--- src/rtl/seg7_pkg.sv ---
// Shared constants for the 7-segment scan controller.
// Segment bit order is {a,b,c,d,e,f,g} with a as bit 6.
package seg7_pkg;

  localparam logic [6:0] SEG_BLANK = 7'b0000000;

  localparam logic [6:0] SEG_HEX_0 = 7'b1111110;
  localparam logic [6:0] SEG_HEX_1 = 7'b0110000;
  localparam logic [6:0] SEG_HEX_2 = 7'b1101101;
  localparam logic [6:0] SEG_HEX_3 = 7'b1111001;
  localparam logic [6:0] SEG_HEX_4 = 7'b0110011;
  localparam logic [6:0] SEG_HEX_5 = 7'b1011011;
  localparam logic [6:0] SEG_HEX_6 = 7'b1011111;
  localparam logic [6:0] SEG_HEX_7 = 7'b1110000;
  localparam logic [6:0] SEG_HEX_8 = 7'b1111111;
  localparam logic [6:0] SEG_HEX_9 = 7'b1111011;
  localparam logic [6:0] SEG_HEX_A = 7'b1110111;
  localparam logic [6:0] SEG_HEX_B = 7'b0011111;
  localparam logic [6:0] SEG_HEX_C = 7'b1001110;
  localparam logic [6:0] SEG_HEX_D = 7'b0111101;
  localparam logic [6:0] SEG_HEX_E = 7'b1001111;
  localparam logic [6:0] SEG_HEX_F = 7'b1000111;

  typedef enum logic {
    ST_BLANK = 1'b0,
    ST_SHOW  = 1'b1
  } scan_state_e;

endpackage

--- src/rtl/seg7_scan_ctrl_if.sv ---
// Display data/pin bundle between the datapath side
// and the scan controller.
interface seg7_scan_ctrl_if #(
  parameter int NUM_DIGITS = 4
);

  logic [4*NUM_DIGITS-1:0] din;
  logic [NUM_DIGITS-1:0]   dp_in;
  logic                    load;
  logic                    lz_en;
  logic [6:0]              seg;
  logic                    dp;
  logic [NUM_DIGITS-1:0]   an;
  logic                    frame_done;

  modport master (
    output din, dp_in, load, lz_en,
    input  seg, dp, an, frame_done
  );

  modport slave (
    input  din, dp_in, load, lz_en,
    output seg, dp, an, frame_done
  );

endinterface

--- src/rtl/seg7_hex_decode.sv ---
// Combinational hex nibble to segment pattern lookup.
// Active-high segments, {a..g}.
module seg7_hex_decode
  import seg7_pkg::*;
(
  input  logic [3:0] nib,
  output logic [6:0] seg
);

  always_comb begin
    seg = SEG_BLANK;
    unique case (nib)
      4'h0: seg = SEG_HEX_0;
      4'h1: seg = SEG_HEX_1;
      4'h2: seg = SEG_HEX_2;
      4'h3: seg = SEG_HEX_3;
      4'h4: seg = SEG_HEX_4;
      4'h5: seg = SEG_HEX_5;
      4'h6: seg = SEG_HEX_6;
      4'h7: seg = SEG_HEX_7;
      4'h8: seg = SEG_HEX_8;
      4'h9: seg = SEG_HEX_9;
      4'hA: seg = SEG_HEX_A;
      4'hB: seg = SEG_HEX_B;
      4'hC: seg = SEG_HEX_C;
      4'hD: seg = SEG_HEX_D;
      4'hE: seg = SEG_HEX_E;
      4'hF: seg = SEG_HEX_F;
    endcase
  end

endmodule

--- src/rtl/seg7_scan_ctrl.sv ---
// Multiplexed common-anode 7-segment scanner, MSB digit first,
// with per-slot blanking and frame-aligned display updates.
module seg7_scan_ctrl
  import seg7_pkg::*;
#(
  parameter int NUM_DIGITS   = 4,
  parameter int SCAN_DIV     = 50000,
  parameter int BLANK_CYCLES = 500
) (
  input  logic            clk,
  input  logic            rst_n,
  seg7_scan_ctrl_if.slave bus
);

  localparam int CW = $clog2(SCAN_DIV);
  localparam int IW = ($clog2(NUM_DIGITS) < 1) ? 1
                    : $clog2(NUM_DIGITS);

  localparam logic [CW-1:0] CNT_LAST   = CW'(SCAN_DIV - 1);
  localparam logic [CW-1:0] BLANK_LAST = CW'(BLANK_CYCLES - 1);
  localparam logic [IW-1:0] IDX_TOP    = IW'(NUM_DIGITS - 1);

  typedef logic [NUM_DIGITS-1:0][3:0] digits_t;

  scan_state_e           state_q, state_d;
  logic [CW-1:0]         cnt_q, cnt_d;
  logic [IW-1:0]         idx_q, idx_d;
  digits_t               pend_q, pend_d;
  digits_t               shadow_q, shadow_d;
  logic [NUM_DIGITS-1:0] pend_dp_q, pend_dp_d;
  logic [NUM_DIGITS-1:0] shadow_dp_q, shadow_dp_d;
  logic [6:0]            seg_q, seg_d;
  logic                  dp_q, dp_d;
  logic [NUM_DIGITS-1:0] an_q, an_d;
  logic                  fd_q, fd_d;

  logic                  slot_end;
  logic                  frame_end;
  logic                  zero_run;
  logic [NUM_DIGITS-1:0] supp;
  logic [6:0]            hex_seg;

  assign slot_end  = (cnt_q == CNT_LAST);
  assign frame_end = slot_end && (idx_q == '0);

  always_comb begin : scan_next
    cnt_d   = slot_end ? '0 : cnt_q + 1'b1;
    idx_d   = idx_q;
    state_d = state_q;
    if (slot_end) begin
      idx_d = (idx_q == '0) ? IDX_TOP : idx_q - 1'b1;
    end
    unique case (state_q)
      ST_BLANK: if (cnt_q == BLANK_LAST) state_d = ST_SHOW;
      ST_SHOW:  if (slot_end) state_d = ST_BLANK;
    endcase
  end

  // pend_d already folds in a same-cycle load, so a load on the
  // frame boundary goes straight to the display.
  always_comb begin : data_next
    pend_d      = pend_q;
    pend_dp_d   = pend_dp_q;
    shadow_d    = shadow_q;
    shadow_dp_d = shadow_dp_q;
    if (bus.load) begin
      pend_d    = bus.din;
      pend_dp_d = bus.dp_in;
    end
    if (frame_end) begin
      shadow_d    = pend_d;
      shadow_dp_d = pend_dp_d;
    end
  end

  always_comb begin : lz_mask
    zero_run = 1'b1;
    supp     = '0;
    for (int k = NUM_DIGITS - 1; k >= 1; k--) begin
      zero_run = zero_run && (shadow_q[k] == 4'h0);
      supp[k]  = zero_run && !shadow_dp_q[k];
    end
  end

  seg7_hex_decode u_dec (
    .nib (shadow_q[idx_q]),
    .seg (hex_seg)
  );

  // Suppressed digits still pull their anode low to keep duty uniform.
  always_comb begin : out_next
    seg_d = SEG_BLANK;
    dp_d  = 1'b0;
    an_d  = '1;
    fd_d  = frame_end;
    if (state_q == ST_SHOW) begin
      an_d[idx_q] = 1'b0;
      if (!(bus.lz_en && supp[idx_q])) begin
        seg_d = hex_seg;
        dp_d  = shadow_dp_q[idx_q];
      end
    end
  end

  always_ff @(posedge clk or negedge rst_n) begin
    if (!rst_n) begin
      state_q     <= ST_BLANK;
      cnt_q       <= '0;
      idx_q       <= IDX_TOP;
      pend_q      <= '0;
      pend_dp_q   <= '0;
      shadow_q    <= '0;
      shadow_dp_q <= '0;
      seg_q       <= SEG_BLANK;
      dp_q        <= 1'b0;
      an_q        <= '1;
      fd_q        <= 1'b0;
    end else begin
      state_q     <= state_d;
      cnt_q       <= cnt_d;
      idx_q       <= idx_d;
      pend_q      <= pend_d;
      pend_dp_q   <= pend_dp_d;
      shadow_q    <= shadow_d;
      shadow_dp_q <= shadow_dp_d;
      seg_q       <= seg_d;
      dp_q        <= dp_d;
      an_q        <= an_d;
      fd_q        <= fd_d;
    end
  end

  assign bus.seg        = seg_q;
  assign bus.dp         = dp_q;
  assign bus.an         = an_q;
  assign bus.frame_done = fd_q;

endmodule

--- src/flat_wrapper.sv ---
// flat-port wrapper written by rule: the top's interface ports become plain ports
module seg7_scan_ctrl_flat import seg7_pkg::*;
#(
  parameter int NUM_DIGITS   = 4,
  parameter int SCAN_DIV     = 50000,
  parameter int BLANK_CYCLES = 500
)
  (clk, rst_n, bus_din, bus_dp_in, bus_load, bus_lz_en, bus_seg, bus_dp, bus_an, bus_frame_done);
  seg7_scan_ctrl_if #(.NUM_DIGITS(NUM_DIGITS)) bus_i ();
  input  logic clk;
  input  logic rst_n;
  input wire logic [$bits(bus_i.din)-1:0] bus_din;
  input wire logic [$bits(bus_i.dp_in)-1:0] bus_dp_in;
  input wire logic [$bits(bus_i.load)-1:0] bus_load;
  input wire logic [$bits(bus_i.lz_en)-1:0] bus_lz_en;
  output wire logic [$bits(bus_i.seg)-1:0] bus_seg;
  output wire logic [$bits(bus_i.dp)-1:0] bus_dp;
  output wire logic [$bits(bus_i.an)-1:0] bus_an;
  output wire logic [$bits(bus_i.frame_done)-1:0] bus_frame_done;
  assign bus_i.din = bus_din;
  assign bus_i.dp_in = bus_dp_in;
  assign bus_i.load = bus_load;
  assign bus_i.lz_en = bus_lz_en;
  assign bus_seg = bus_i.seg;
  assign bus_dp = bus_i.dp;
  assign bus_an = bus_i.an;
  assign bus_frame_done = bus_i.frame_done;
  seg7_scan_ctrl #(.NUM_DIGITS(NUM_DIGITS), .SCAN_DIV(SCAN_DIV), .BLANK_CYCLES(BLANK_CYCLES)) u_core (.clk(clk), .rst_n(rst_n), .bus(bus_i));
endmodule
--- config.mk ---
export PLATFORM = sky130hd
export DESIGN_NAME = seg7_scan_ctrl_flat
export DESIGN_NICKNAME = d
export VERILOG_FILES = /design/src/rtl/seg7_pkg.sv /design/src/rtl/seg7_scan_ctrl_if.sv /design/src/rtl/seg7_hex_decode.sv /design/src/rtl/seg7_scan_ctrl.sv /design/src/flat_wrapper.sv
export SDC_FILE = /design/constraint.sdc
export NUM_CORES = 1
export LEC_CHECK = 0
export ABC_AREA = 0
export CAP_MARGIN = 20
export CORE_MARGIN = 3
export CORE_UTILIZATION = 30
export CTS_CLUSTER_DIAMETER = 120
export DETAILED_ROUTE_END_ITERATION = 12
export PLACE_DENSITY = 0.5
export SYNTH_ARGS = -nofsm -noshare
export SYNTH_HDL_FRONTEND = slang
export SYNTH_SLANG_ARGS = --single-unit
--- constraint.sdc ---
create_clock -name clk -period 2.8 [get_ports clk]
set_clock_uncertainty 0.15 [all_clocks]
set_input_delay 0.28 -clock clk [delete_from_list [all_inputs] [get_ports clk]]
set_output_delay 0.28 -clock clk [all_outputs]
set_load 0.03 [all_outputs]
# --- Yosys cells after proc, flatten, opt, wreduce, memory -nomap -nowiden ---
# Memory sizes are Yosys's and may differ from the RTL's.
# Index checks and enable logic that the tools add are counted.
classes:
  n_addsub: 2
  n_mul: 0
  div_mod_pow: 0
  magnitude_cmp: 2
  n_eq_ne: 2
  n_shift: 0
  n_mux: 20
  bitwise_logic: 2
  n_reduce_logical: 15
op_table:
  columns: ["cell", "count"]
  rows:
  - ["16-bit 2-to-1 mux", 2]
  - ["16-bit by 1-bit adder with 16-bit output (second input constant)", 1]
  - ["16-bit == test (second input constant)", 1]
  - ["16-bit by 9-bit == test with 1-bit output (second input constant)", 1]
  - ["7-bit 2-to-1 mux", 2]
  - ["4-bit zero test", 3]
  - ["4-bit 2-to-1 mux", 3]
  - ["4-bit binary-select mux with 2-bit select", 1]
  - ["1-bit logical AND", 8]
  - ["1-bit 2-to-1 mux", 7]
  - ["1-bit binary-select mux with 2-bit select", 2]
  - ["4-bit NOT", 1]
  - ["1-bit zero test", 3]
  - ["2-bit by 3-bit < comparator with 1-bit output (second input constant)", 1]
  - ["1-bit demux with 2-bit select", 1]
  - ["2-bit by 1-bit greater-or-equal comparator with 1-bit output (second input constant)", 1]
  - ["2-bit zero test", 1]
  - ["2-bit 2-to-1 mux", 1]
  - ["1-bit case mux with 2 select lines", 1]
  - ["2-bit by 1-bit subtractor with 2-bit output (second input constant)", 1]
  - ["1-bit NOT", 1]
totals:
  register_bits: 72
  latchBits: 0
  ramBits: 0
  rom_bits: 112
  in_bits: 24
  word_cells: 61
  mem_count: 1
mem_list:
  columns: ["memory", "depth", "word_bits", "read_ports", "rd_ports_with_merged_regs", "write_ports", "line", "text"]
  rows:
  - ["(name not given)", 16, 7, 1, 0, 0, "seg7_hex_decode.sv:12", "unique case (nib)"]

# --- Longest topological paths before layout ---
logic_depth:
  word_depth: 9
  mapped_depth: 7
  ltp_nobuf: 6

# --- Hierarchy ---
# A second synthesis with hierarchy kept.
hier_totals:
  hier_cells: 270
  hier_area_um2: 3374.5
by_module_without_submodules:
  columns: ["module", "n_inst", "cells_per_inst", "area_each_um2", "seq_area_each_um2"]
  rows:
  - ["seg7_scan_ctrl", 1, 237, 3086.7, 1809.2]
  - ["seg7_hex_decode", 1, 33, 287.8, 0.0]

# --- Worst setup path before layout ---
# Ideal clock, no wire load.
synth_timing:
  kind: "reg2reg"
  startpoint: "register u_core.idx_q[0]"
  endpoint: "register u_core.seg_q[3] (netlist: u_core.bus.seg[3])"
  t_arrival_ns: 2.135
  t_required_ns: 2.578
  path_slack_ns: 0.443
  stages_incl_launch_ff: 8
  n_path_buf: 1
  cell_sequence: "dfstp_2 buf_2 mux4_2 inv_1 ha_1 inv_1 mux4_2 nor2_1"
synth_via:
  elab_chain_cells: 5
  word_cells_on_any_way: 8
  classes_between: "mux (6); reduce/logical (1); memory (1)"
synth_rtl:
  columns: ["item", "line", "text"]
  rows:
  - ["from (decl)", "seg7_scan_ctrl.sv:27", "logic [IW-1:0] idx_q, idx_d;"]
  - ["from (signal assigned)", "seg7_scan_ctrl.sv:121", "idx_q <= idx_d;"]
  - ["4-bit binary-select mux with 2-bit select or 1-bit binary-select mux with 2-bit select (tied branches)", "seg7_scan_ctrl.sv:86, seg7_scan_ctrl.sv:98", null]
  - ["4-bit 2-to-1 mux (not written as such) or 1-bit 2-to-1 mux (tied branches)", "seg7_scan_ctrl.sv:86, seg7_scan_ctrl.sv:98", null]
  - ["memory read 16 x 7 bit or 1-bit logical AND (tied branches)", null, null]
  - ["7-bit 2-to-1 mux (*)", "seg7_scan_ctrl.sv:98", "if (!(bus.lz_en && supp[idx_q])) begin"]
  - ["7-bit 2-to-1 mux (*)", "seg7_scan_ctrl.sv:96", "if (state_q == ST_SHOW) begin"]
  - ["via u_core.seg_d[3]", "seg7_scan_ctrl.sv:32", "logic [6:0] seg_q, seg_d;"]
  - ["to (signal assigned)", "seg7_scan_ctrl.sv:126", "seg_q <= seg_d;"]
  - ["to (decl)", "seg7_scan_ctrl.sv:32", null]
# Mark *: on every way through the listed nets, which the timed path passes. The rest lies on a longest branch. The select of a mux whose other input is x is not followed.
# A chain may end at the register's enable or synchronous reset.

# --- Final worst setup path ---
layout_timing:
  startpoint: "register u_core.idx_q[0]"
  endpoint: "register u_core.seg_q[6] (netlist: u_core.bus.seg[6])"
# The elaborated chain is that of the path after synthesis.

==> metrics.csv <==
metric,value,unit
cp_cell_sequence,"mux4_2, inv_1, ha_1, mux2i_1, a31oi_1, a31oi_1",
cts_made_buffers,9,
ios,37,
antenna_left,0,
switchingPower,452,uW
seqPwrFrac,0.533,
dpl.hpwl,4.53,mm
worstPathMaxFanout,13,
p_leak,0.00172,uW
clkPwrFrac,0.416,
rsz0062_at_grt,false,
yosysTopAreaCell,dfrtp_1,
crit_required,2.83,ns
fp.dieW,112,um
rows,37,
power_density,498,nW/um^2
synth_mux_area_frac,0.210,
fp.dieH,112,um
yosys_warnings,0,
vias,2068,
cts_max_level,3,
synthSimpleGateAreaFrac,0.108,
timing.reg2reg.worst_path_depth,6,
track_usage,0.111,
ys_ff_latch,72,
clock.fmax,413,MHz
r2r_end,u_core.bus.seg[6],
vias_per_cell,4.74,
cts_sinks,72,
final_cell_area,4050,um^2
wire_per_inst,14.6,um
finalHoldViolations,0,
drv_slew,0,
gp_congestion,0.757,
dpl_cell_area,3830,um^2
synth_compound_area_frac,0.0288,
synthTopCellsByArea,"dfrtp_1, mux2_2, dfstp_2",
ctsLongestPathBuffers,2,
avgSynthCellArea,13.3,um^2
tritoncts,built,
dp.cells,419,
grt_overflow_total,0,
comb_power_share,0.051,
synth_top_family_by_area,multiplexers,
yosysMostFrequentCell,dfrtp_1,
switching_share,0.224,
startpoint,u_core.idx_q[0],
firstDrtPassIters,4,
drt_iter0_markers,71,
p_int,1560,uW
synth_cell_types,36,
grt_max_degree,27,
rrSetupSlack,0.38,ns
route.detailed.drc,0,
fin_tns_setup,0,ns
period_needed,2.42,ns
synth_fp_nets,287,
syn_inst,252,
end_kind,register,
async_reset_ff_frac,1.00,
syn_area,3350,um^2
clk_pin_slew,0.08,ns
cp-endpoint,u_core.bus.seg[6],
worstMarginPinSlew,0.680,ns
cpPeakStageDelay,0.70,ns
synth_top_area_frac,0.493,
synthFlopType,dfrtp_1,
rr_startpoint,u_core.idx_q[0],
hold_slack,0.317,ns
start_kind,register,
core-area,10600,um^2
setup_viol,0,
finalNonFillerCells,436,
synth_common_cells,"dfrtp_1, mux2_2, nor2_1",
grt_pass1_wl,11.1,mm
grt_pass1_vias,2144,
synthAdderAreaFrac,0.0411,
max_cap_violations,0,
drt_wl_total,6.37,mm
outcome,"complete, no violations",
num_antenna_cells,0,
synth_xor_area_frac,0.0392,
peakVddDrop,0.225,mV
finalCritPeriodShare,0.864,
port-buffer-count,36,
critical_path_class,register to register,
crit_top_cell,a31oi_1,
clock_latency,0.34,ns
worstHoldPathType,primary input to asynchronous set/reset pin,
start_util,0.316,
synthToLayoutAreaGrowth,20.9,%
slew_headroom,0.544,
cp.arrival,2.45,ns
ys_seq_area_frac,0.540,
finalNetCount,330,
clockRootBuffer,clkbuf_8,
dieArea,12500,um^2
drive_gt1_frac,0.273,
ctsResizeCount,0,
antenna_found_initial,0,
synth_edf_count,0,
crit_slowest_cell,dfstp_2,
==> worst min-delay path by stage <==
stage,from,endpoint,slack [ns],cells past startpoint
floorplan,rst_n,u_core.bus.dp,-0.17,0
global placement,rst_n,u_core.pend_q[6],0.16,1
detailed placement,rst_n,u_core.pend_q[6],0.16,1
CTS,rst_n,u_core.pend_dp_q[3],0.32,2
global route,u_core.cnt_q[0],u_core.cnt_q[0],0.34,1
finish,rst_n,u_core.pend_q[7],0.32,2
==> flip-flops by register name (all words and copies together) (netlist names) <==
register and flops:
u_core.idx_q 2, u_core.shadow_q 16, u_core.cnt_q 16, u_core.pend_dp_q 4, u_core.state_q 1, u_core.bus.frame_done 1
u_core.bus.dp 1, u_core.shadow_dp_q 4, u_core.bus.an 4, u_core.pend_q 16, u_core.bus.seg 7
==> timing repair <==
action                    in CTS  in global routing
hold endpoints to repair      24                  0
buffers inserted               0                  0
hold buffers                   1                  0
==> layout make-up <==
cell class	count	area (um^2)
Clock buffer	10	138
Fill cell	1044	6560
Tap cell	136	170
Inverter	8	30.0
Multi-Input combinational cell	162	1430
Sequential cell	72	1810
Clock inverter	6	67.6
Timing Repair Buffer	42	403
==> power by group through the flow <==
stage / clock, uW / combinational (uW) / sequential (uW)
2_1_floorplan: 0 / 42.0 / 1090
3_3_place_gp: 0 / 105 / 1090
3_5_place_dp: 0 / 106 / 1090
4_1_cts: 875 / 107 / 1070
5_1_grt: 924 / 116 / 1080
6_report: 839 / 102 / 1070
==> routing by layer <==
metal / routed length [um] / global-route usage / share of wire
met5: 0 / 0 / 0
met4: 64 / 0.0389 / 0.010
met3: 234 / 0.0337 / 0.037
met2: 2930 / 0.168 / 0.46
met1: 3140 / 0.152 / 0.49
==> through the flow <==
step	power, uW	setup slack (ns)	utilization
after CTS	2060	0.359	0.382
after global placement	1200	0.433	0.361
final	2020	0.382	0.382
after floorplan	1130	0.443	-
after detailed placement	1200	0.383	0.361
after global routing	2120	0.237	0.382
==> critical path, delay by kind of cell (launching register included) <==
| family | cells | cell delay (ns) |
|---|---|---|
| multiplexers | 2 | 0.72 |
| flip-flops | 1 | 0.70 |
| adder cells (fa/ha/maj) | 1 | 0.29 |
| AO/OA/AOI/OAI | 2 | 0.27 |
| buffers and inverters | 1 | 0.14 |
==> logic make-up after synthesis <==
| kind of cell | Yosys count |
|---|---|
| mux | 56 |
| xor+xnor | 15 |
| flops | 72 |
| fa+ha+maj | 11 |
| compound gates | 14 |
| simple gates | 66 |
| buf+inv | 18 |
==> layout by cell type (no fill, tap or decap), drive strengths merged, types with 7 or more instances in the layout <==
master | Yosys | layout
dfrtp | 66 | 66
mux2 | 43 | 43
clkdlybuf4s50 | 0 | 35
nor2 | 18 | 18
nand2 | 11 | 11
ha | 11 | 11
clkbuf | 0 | 10
inv | 8 | 9
xnor2 | 8 | 8
nand3 | 7 | 7
xor2 | 7 | 7
mux4 | 7 | 7
No activity file was read; power rests on OpenSTA's default activity.
